`src/rtl/div_sched.sv`:
```
// Time-sliced round-robin scheduler granting one of four requesters per programmable slice.
// Optional build macro DIV_SCHED_PRIO_EN makes requester 0 win every arbitration it enters.
module div_sched #(
  parameter int N_REQ = 4,
  parameter int CNT_W = 14
) (
  input  logic             clk,
  input  logic             reset,
  input  logic [N_REQ-1:0] req,
  input  logic [N_REQ-1:0] done,
  input  logic             cfg_load,
  input  logic [CNT_W-1:0] cfg_period,
  output logic [N_REQ-1:0] gnt,
  output logic [1:0]       gnt_id,
  output logic             busy,
  output logic             slice_end,
  output logic [CNT_W-1:0] count
);

  // Handshake: req is a level held by the requester; gnt is a registered one-hot
  // that stays high until terminal count, done[gnt_id], or req[gnt_id] dropping.
  typedef enum logic [1:0] {
    IDLE  = 2'd0,
    GRANT = 2'd1,
    GAP   = 2'd2
  } state_t;

  state_t           state, state_n;
  logic [CNT_W-1:0] period_q, p_active;
  logic [1:0]       ptr;
  logic [1:0]       sel, idx;
  logic             any_req, slice_done;

  logic [N_REQ-1:0] gnt_n;
  logic [1:0]       gnt_id_n, ptr_n;
  logic [CNT_W-1:0] count_n, p_active_n;
  logic             slice_end_n;

  assign any_req    = |req;
  assign slice_done = (count == p_active) || done[gnt_id] || !req[gnt_id];
  assign busy       = |gnt;

  // Walk offsets from high to low so the smallest offset above ptr wins.
  always_comb begin
    sel = ptr;
    idx = ptr;
    for (int i = 3; i >= 0; i--) begin
      idx = ptr + 2'(i);
      if (req[idx]) sel = idx;
    end
`ifdef DIV_SCHED_PRIO_EN
    if (req[0]) sel = 2'd0;
`endif
  end

  always_ff @(posedge clk or negedge reset) begin
    if (!reset) state <= IDLE;
    else        state <= state_n;
  end

  always_comb begin
    state_n = state;
    case (state)
      IDLE:    if (any_req) state_n = GRANT;
      GRANT:   if (slice_done) state_n = GAP;
      GAP:     state_n = any_req ? GRANT : IDLE;
      default: state_n = IDLE;
    endcase
  end

  always_comb begin
    gnt_n       = gnt;
    gnt_id_n    = gnt_id;
    count_n     = count;
    ptr_n       = ptr;
    p_active_n  = p_active;
    slice_end_n = 1'b0;
    case (state)
      IDLE, GAP: begin
        gnt_n   = '0;
        count_n = '0;
        if (any_req) begin
          gnt_n[sel] = 1'b1;
          gnt_id_n   = sel;
          p_active_n = period_q;
        end
      end
      GRANT: begin
        if (slice_done) begin
          gnt_n       = '0;
          count_n     = '0;
          ptr_n       = gnt_id + 2'd1;
          slice_end_n = 1'b1;
        end else begin
          count_n = count + 1'b1;
        end
      end
      default: begin
        gnt_n   = '0;
        count_n = '0;
      end
    endcase
  end

  always_ff @(posedge clk or negedge reset) begin
    if (!reset) begin
      gnt       <= '0;
      gnt_id    <= 2'd0;
      count     <= '0;
      ptr       <= 2'd0;
      p_active  <= '1;
      slice_end <= 1'b0;
      period_q  <= '1;
    end else begin
      gnt       <= gnt_n;
      gnt_id    <= gnt_id_n;
      count     <= count_n;
      ptr       <= ptr_n;
      p_active  <= p_active_n;
      slice_end <= slice_end_n;
      if (cfg_load) period_q <= cfg_period;
    end
  end

endmodule

```
`config.mk`:
```
export PLATFORM = sky130hd
export DESIGN_NAME = div_sched
export DESIGN_NICKNAME = d
export VERILOG_FILES = /design/src/rtl/div_sched.sv
export SDC_FILE = /design/constraint.sdc
export NUM_CORES = 1
export LEC_CHECK = 0
export CAP_MARGIN = 0
export CORE_ASPECT_RATIO = 1.5
export CORE_MARGIN = 4
export CORE_UTILIZATION = 55
export CTS_CLUSTER_SIZE = 30
export DETAILED_ROUTE_END_ITERATION = 7
export HOLD_SLACK_MARGIN = 0.12
export PLACE_DENSITY = 0.87
export SLEW_MARGIN = 20
export SYNTH_ARGS = -nofsm -noshare
export SYNTH_HDL_FRONTEND = slang
export SYNTH_SLANG_ARGS = --single-unit
export TNS_END_PERCENT = 5
```
`constraint.sdc`:
```
create_clock -name clk -period 3.6 [get_ports clk]
set_input_delay 0.72 -clock clk [delete_from_list [all_inputs] [get_ports clk]]
set_output_delay 0.72 -clock clk [all_outputs]
set_load 0.01 [all_outputs]
```
### Yosys cells after proc, flatten, opt, wreduce, memory -nomap -nowiden

Cells that the tools add are included.
W data, S select, Z words.

| word-level totals | value |
|---|---|
| flip-flop bits (word level) | 53 |
| latch bits | 0 |
| bits in writable memories | 0 |
| memory bits (read-only) | 0 |
| input bits | 25 |
| output and inout port bits | 22 |
| word-level logic and storage cells | 65 |
| memories | 0 |

| operators by class | value |
|---|---|
| $add $sub $neg | 5 |
| $mul | 0 |
| divide/modulo/power cells | 0 |
| magnitude comparators | 7 |
| equality and inequality tests | 5 |
| shift operators | 0 |
| muxes and demuxes | 29 |
| bitwise operators | 0 |
| reduce and logical (&&, ||, !) cells | 11 |

Operators with widths:

| operator | number |
|---|---|
| $mux W14 | 2 |
| $lt A2 B3 Y1 const B | 6 |
| $add A14 B1 Y14 const B | 1 |
| $eq A14 B14 Y1 | 1 |
| $bmux W1 S2 | 6 |
| $mux W2 | 6 |
| $mux W1 | 10 |
| $mux W4 | 2 |
| $pmux W4 S2 | 1 |
| $reduce_or A4 Y1 | 2 |
| $pmux W2 S3 | 1 |
| $reduce_and A2 Y1 | 3 |
| $add A2 B1 Y2 const B | 2 |
| $add A2 B2 Y2 const B | 2 |
| $ne A2 B2 Y1 const B | 2 |
| $demux W1 S2 | 1 |
| $eq A2 B1 Y1 const B | 1 |
| $eq A2 B2 Y1 const B | 1 |
| $ge A2 B1 Y1 const B | 1 |
| $logic_not A2 Y1 | 1 |
| $logic_or A1 B1 Y1 | 2 |
| $reduce_or A2 Y1 | 1 |
| $logic_and A1 B1 Y1 | 1 |
| $logic_not A1 Y1 | 1 |

### Depth between registers and ports, before layout

| depth | value |
|---|---|
| depth in word-level cells | 13 |
| mapped depth | 6 |
| mapped depth without buffers | 5 |

### Least setup slack after synthesis

No wires, ideal clock.

| timing | value |
|---|---|
| path kind | in2reg |
| start | input port req[0] |
| end | register ptr[0] |
| library setup time | 0.125 ns |
| arrival | 1.711 ns |
| data required time | 3.475 ns |
| slack | 1.764 ns |
| stages on the path | 5 |
| buffers on the path | 0 |
| cells stage by stage | nor3b_1 > a311oi_1 > a21oi_2 > a21oi_4 > mux2_4 |

| on the way | value |
|---|---|
| longest elaborated chain between the ends | 5 |

RTL lines:

| item | line | source |
|---|---|---|
| start, declared | 9 | `input logic [N_REQ-1:0] req,` |
| $bmux W1 S2 | 40 | `assign slice_done = (count == p_active) \|\| done[gnt_id] \|\| !req[gnt_id];` |
| $mux W1 (implied by the code) | 40 |  |
| $logic_not A1 Y1 | 40 |  |
| $logic_or A1 B1 Y1 | 40 |  |
| $reduce_and A2 Y1 (no source line) | - |  |
| end signal, assigned | 118 | `ptr <= ptr_n;` |
| end, declared | 30 | `logic [1:0] ptr;` |

No other way between the ends. The select of a mux whose other input is x is not followed.
A chain may end at the register's enable or synchronous reset.

### Final worst setup path

| timing | value |
|---|---|
| start | input port req[0] |
| end | register gnt[2] |

| on the way | value |
|---|---|
| longest elaborated chain between the ends | 12 |
| elaborated cells between the ends (all ways) | 25 |
| those cells by class | order compare (2); eq/ne (1); mux (18); reduce/logical (4) |

RTL lines:

| item | line | source |
|---|---|---|
| $bmux W1 S2 | 49 | `if (req[idx]) sel = idx;` |
| $mux W1 (implied by the code) | 49 |  |
| $mux W2 (4 in a row) | 49 |  |
| $lt A2 B3 Y1 (implied by the code) / $ge A2 B1 Y1 (equally long branches) | 83 | `gnt_n[sel] = 1'b1;` |
| $logic_and A1 B1 Y1 (implied by the code) | 83 |  |
| $mux W1 (implied by the code) | 83 |  |
| $demux W1 S2 | 83 |  |
| $mux W4 | 82 | `if (any_req) begin` |
| $pmux W4 S2 | 78 | `case (state)` |
| end signal, assigned | 115 | `gnt <= gnt_n;` |
| end, declared | 13 | `output logic [N_REQ-1:0] gnt,` |

Several ways; a longest one is shown, not always the timed one. The select of a mux whose other input is x is not followed.

==> summary.txt <==
Setup path
  • Crit-path max FO: 19
  • Critical path's top delay family: compound AO/OA/AOI/OAI gates
  • Data required time of the critical path: 3.82 ns
  • Crit Path Class: in -> reg
  • Worst setup EP type: flop
  • Worst path slowest cell: clkdlybuf4s50_1
  • Data arrival time of the critical path: 2.48 ns
  • Critical Path Max Stage Delay: 0.56 ns
  • CP Cell Sequence: clkdlybuf4s50_1 -> nor3b_1 -> a311oi_1 -> a21oi_2 -> nand3b_2 -> o22ai_1
  • Critical path buffers and inverters: 1
  • Type of element launching the critical path: input port

Synthesis
  • Dominant register cell in the synthesized netlist: dfstp_2
  • Sequential fraction of the synthesis area: 0.556
  • Post-synthesis adder-cell area fraction: 0.00511
  • Parity-gate share of the synthesized area counting xor and xnor cells: 0.0965
  • Ys async rst share: 1.00
  • Simple-Gate Fraction of Synth Area: 0.131
  • Main combinational cell family by area after synthesis: multiplexers
  • Distinct cells, synth: 38
  • Mapped Area: 0.00245 sq mm
  • Syn nets: 222
  • Cell count after synthesis: 196
  • Number of warnings reported in the yosys synthesis log: 0
  • Avg Inst Size Synth: 12.5 sq um
  • Fraction of synthesized area in multiplexers: 0.141
  • Yosys reg bits: 53
  • EDFF count, synth: 0
  • Share of the synthesized area in compound gates (AO/OA/AOI/OAI): 0.0455

Timing
  • Part of the cycle the worst path needs: 0.628
  • RSZ-0062 raised after global routing: false
  • Worst-case clock skew: 0.0116 ns
  • Fin crit period: 2.26 ns
  • Final number of setup-violating endpoints: 0
  • Worst Tran Pin Value: 0.717 ns
  • Top achievable clock speed: 0.443 GHz
  • Total negative slack for setup checks: 0 ns
  • Hold Violations, Final: 0
  • Slew Viols, Final: 0
  • Worst max-slew margin expressed relative to the limit: 0.520

Cells and area
  • Diode insertion count for antenna repair: 0
  • Fill cell count: 317
  • Post-layout instance area: 0.00304 sq mm
  • Footprint of the multi-input gates: 0.00103 sq mm
  • Nets@finish: 273
  • Final cell utilization of the core: 0.709
  • P&R area growth vs syn: 23.9%
  • Ratio of cells with drive above 1 in the final layout: 0.306
  • Non-Filler Instances: 294
  • FF/Latch Area: 0.00136 sq mm

GRT
  • Initial antenna violation count: 0
  • First-pass GRT wire length: 7910 um
  • Met3 track demand over resource: 0.0436
  • Via count of the first global-routing pass: 1712
  • Met1 Track Usage GR: 0.192
  • Largest net degree at the start of global routing: 34
  • GRT overflow: 0
  • Met2 Use GR: 0.323
  • Gr usage total: 0.176
  • Busiest layer in global routing: met2

Place
  • Placer Congestion: 0.758
  • Port Buffer Count: 46
  • Placement-stage cell area: 0.00295 sq mm
  • Half-perimeter wire length after placement: 3450 um
  • Total instance count after detailed placement: 286

Clock tree
  • H-tree Lvls: 2
  • CTS clk-pin slew, worst paths: 0.09 ns
  • CTS resizes: 0
  • Number of setup buffers added after CTS: 0
  • CTS max path bufs: 2
  • Number of buffers added to fix hold violations after cts: 0
  • CTS root buf: clkbuf_8
  • Worst skew pair latency: 0.31 ns
  • CTS sink count: 53
  • Clock tree from TritonCTS: built
  • Number of clock buffers inserted by TritonCTS: 5

Die
  • Num ports: 47
  • Die area: 0.00561 sq mm
  • Starting Density: 0.572
  • Core Footprint: 0.00428 sq mm
  • Die span in y: 89.7 um
  • Row count: 29
  • DIE WIDTH: 62.5 um

Routing
  • Antenna violation net count after detailed routing: 0
  • Number of DRC violations after detailed routing: 0
  • Via Count: 1634
  • DR WL/cell: 16.0 um
  • Wire length after detailed routing: 4690 um
  • Routed vias/inst: 5.56
  • Iter 0 DRT Violations: 49
  • Number of detailed-routing iterations run before antenna repair: 4

Hold path
  • Min-delay worst type: in -> async

Power and ir drop
  • Lkg Pwr: 1.26 nW
  • Worst IR Drop VDD: 0.000410 V
  • Power density cells: 648 mW/mm^2
  • Final Power: 1.97 mW

Run status
  • Outcome: complete, no violations

Job
  • Max-cap violation count: 0
==> layer usage <==
| layer | wire length, um | part of all wire |
|---|---|---|
| met1 | 1910 | 0.41 |
| met2 | 2500 | 0.53 |
| met3 | 197 | 0.042 |
| met4 | 81 | 0.017 |
| met5 | 0 | 0 |
==> cell families (layout without fill, tap and decap cells) <==
family,after synthesis,count (layout)
XOR/XNOR,27,27
AND/OR/NAND/NOR,56,56
flip-flops,53,53
buffers and inverters,14,66
adder cells (fa/ha/maj),1,1
AO/OA/AOI/OAI,15,15
multiplexers,30,30
==> path summary, 6_finish.rpt <==
path / start / end / slack, ns / cells past startpoint
max: req[0] / gnt[2]$_DFFE_PN0P_ / 1.34 / 6
min in group clk: gnt[0]$_DFFE_PN0P_ / gnt[0]$_DFFE_PN0P_ / 0.56 / 2
max reg2reg: count[1]$_DFF_PN0_ / gnt[0]$_DFFE_PN0P_ / 1.56 / 5
max in group asynchronous: reset / period_q[1]$_DFFE_PN1P_ / 2.35 / 2
min: reset / ptr[0]$_DFFE_PN0P_ / 0.45 / 1
min reg2reg: gnt[0]$_DFFE_PN0P_ / gnt[0]$_DFFE_PN0P_ / 0.56 / 2
==> worst reg2reg max path: cells and delay by family, from the launching register on <==
| kind | cells | cell delay, ns |
|---|---|---|
| and+or+nand+nor | 3 | 1.09 |
| DFF | 1 | 0.47 |
| xor gates and xnor gates | 1 | 0.18 |
| AOI/OAI and AO/OA | 1 | 0.16 |
==> area by class of cell <==
class / count / area share
repair buffers: 48 / 0.155
inverters: 10 / 0.0124
well taps: 46 / 0.0190
clock inverters: 1 / 0.00165
flip-flops and latches: 53 / 0.448
multi-input cells: 129 / 0.338
clock buffers: 7 / 0.0251
==> Yosys cell counts, drive strengths merged (4+ instances only) <==
cell / count / share of area
mux2: 30 / 0.14
dfstp: 28 / 0.30
dfrtp: 25 / 0.26
xor2: 23 / 0.082
nor2: 18 / 0.028
inv: 10 / 0.015
nand2: 7 / 0.011
nand3: 7 / 0.014
nand4: 5 / 0.015
o21ai: 5 / 0.010
nor4: 4 / 0.018
xnor2: 4 / 0.014
==> metrics by stage <==
step / hold slack, ns / setup WS, ns
finish: 0.446 / 1.34
global route: 0.491 / 1.23
CTS: 0.467 / 1.32
detailed placement: 0.537 / 0.997
global placement: 0.535 / 1.11
floorplan: 0.424 / 1.76
==> flip-flops by register name, summed over array words and instances, names as in the netlist <==
signal	cells
state	2
gnt	4
gnt_id	2
period_q	14
ptr	2
slice_end	1
p_active	14
count	14
==> power breakdown <==
part           switching (mW)  total, mW  internal [mW]
Combinational           0.322      0.693          0.371
Clock                   0.180      0.316          0.137
Sequential              0.132      0.959          0.827
==> cells in the final DEF (no fill, tap or decap), types with 2 or more instances in the layout <==
| cell type | instances |
|---|---|
| and3_1 | 2 |
| buf_4 | 2 |
| clkbuf_1 | 2 |
| clkbuf_8 | 5 |
| clkdlybuf4s50_1 | 45 |
| dfrtp_1 | 25 |
| dfstp_2 | 28 |
| inv_1 | 10 |
| mux2_2 | 28 |
| mux2_4 | 2 |
| nand2_1 | 7 |
| nand2b_1 | 2 |
| nand3_1 | 7 |
| nand4_1 | 4 |
| nor2_1 | 18 |
| nor2b_1 | 3 |
| nor3b_1 | 2 |
| nor4_2 | 3 |
| o21ai_0 | 5 |
| o22ai_1 | 2 |
| xnor2_1 | 4 |
| xor2_1 | 23 |
Note: power is estimated with default switching activity, not from simulation.
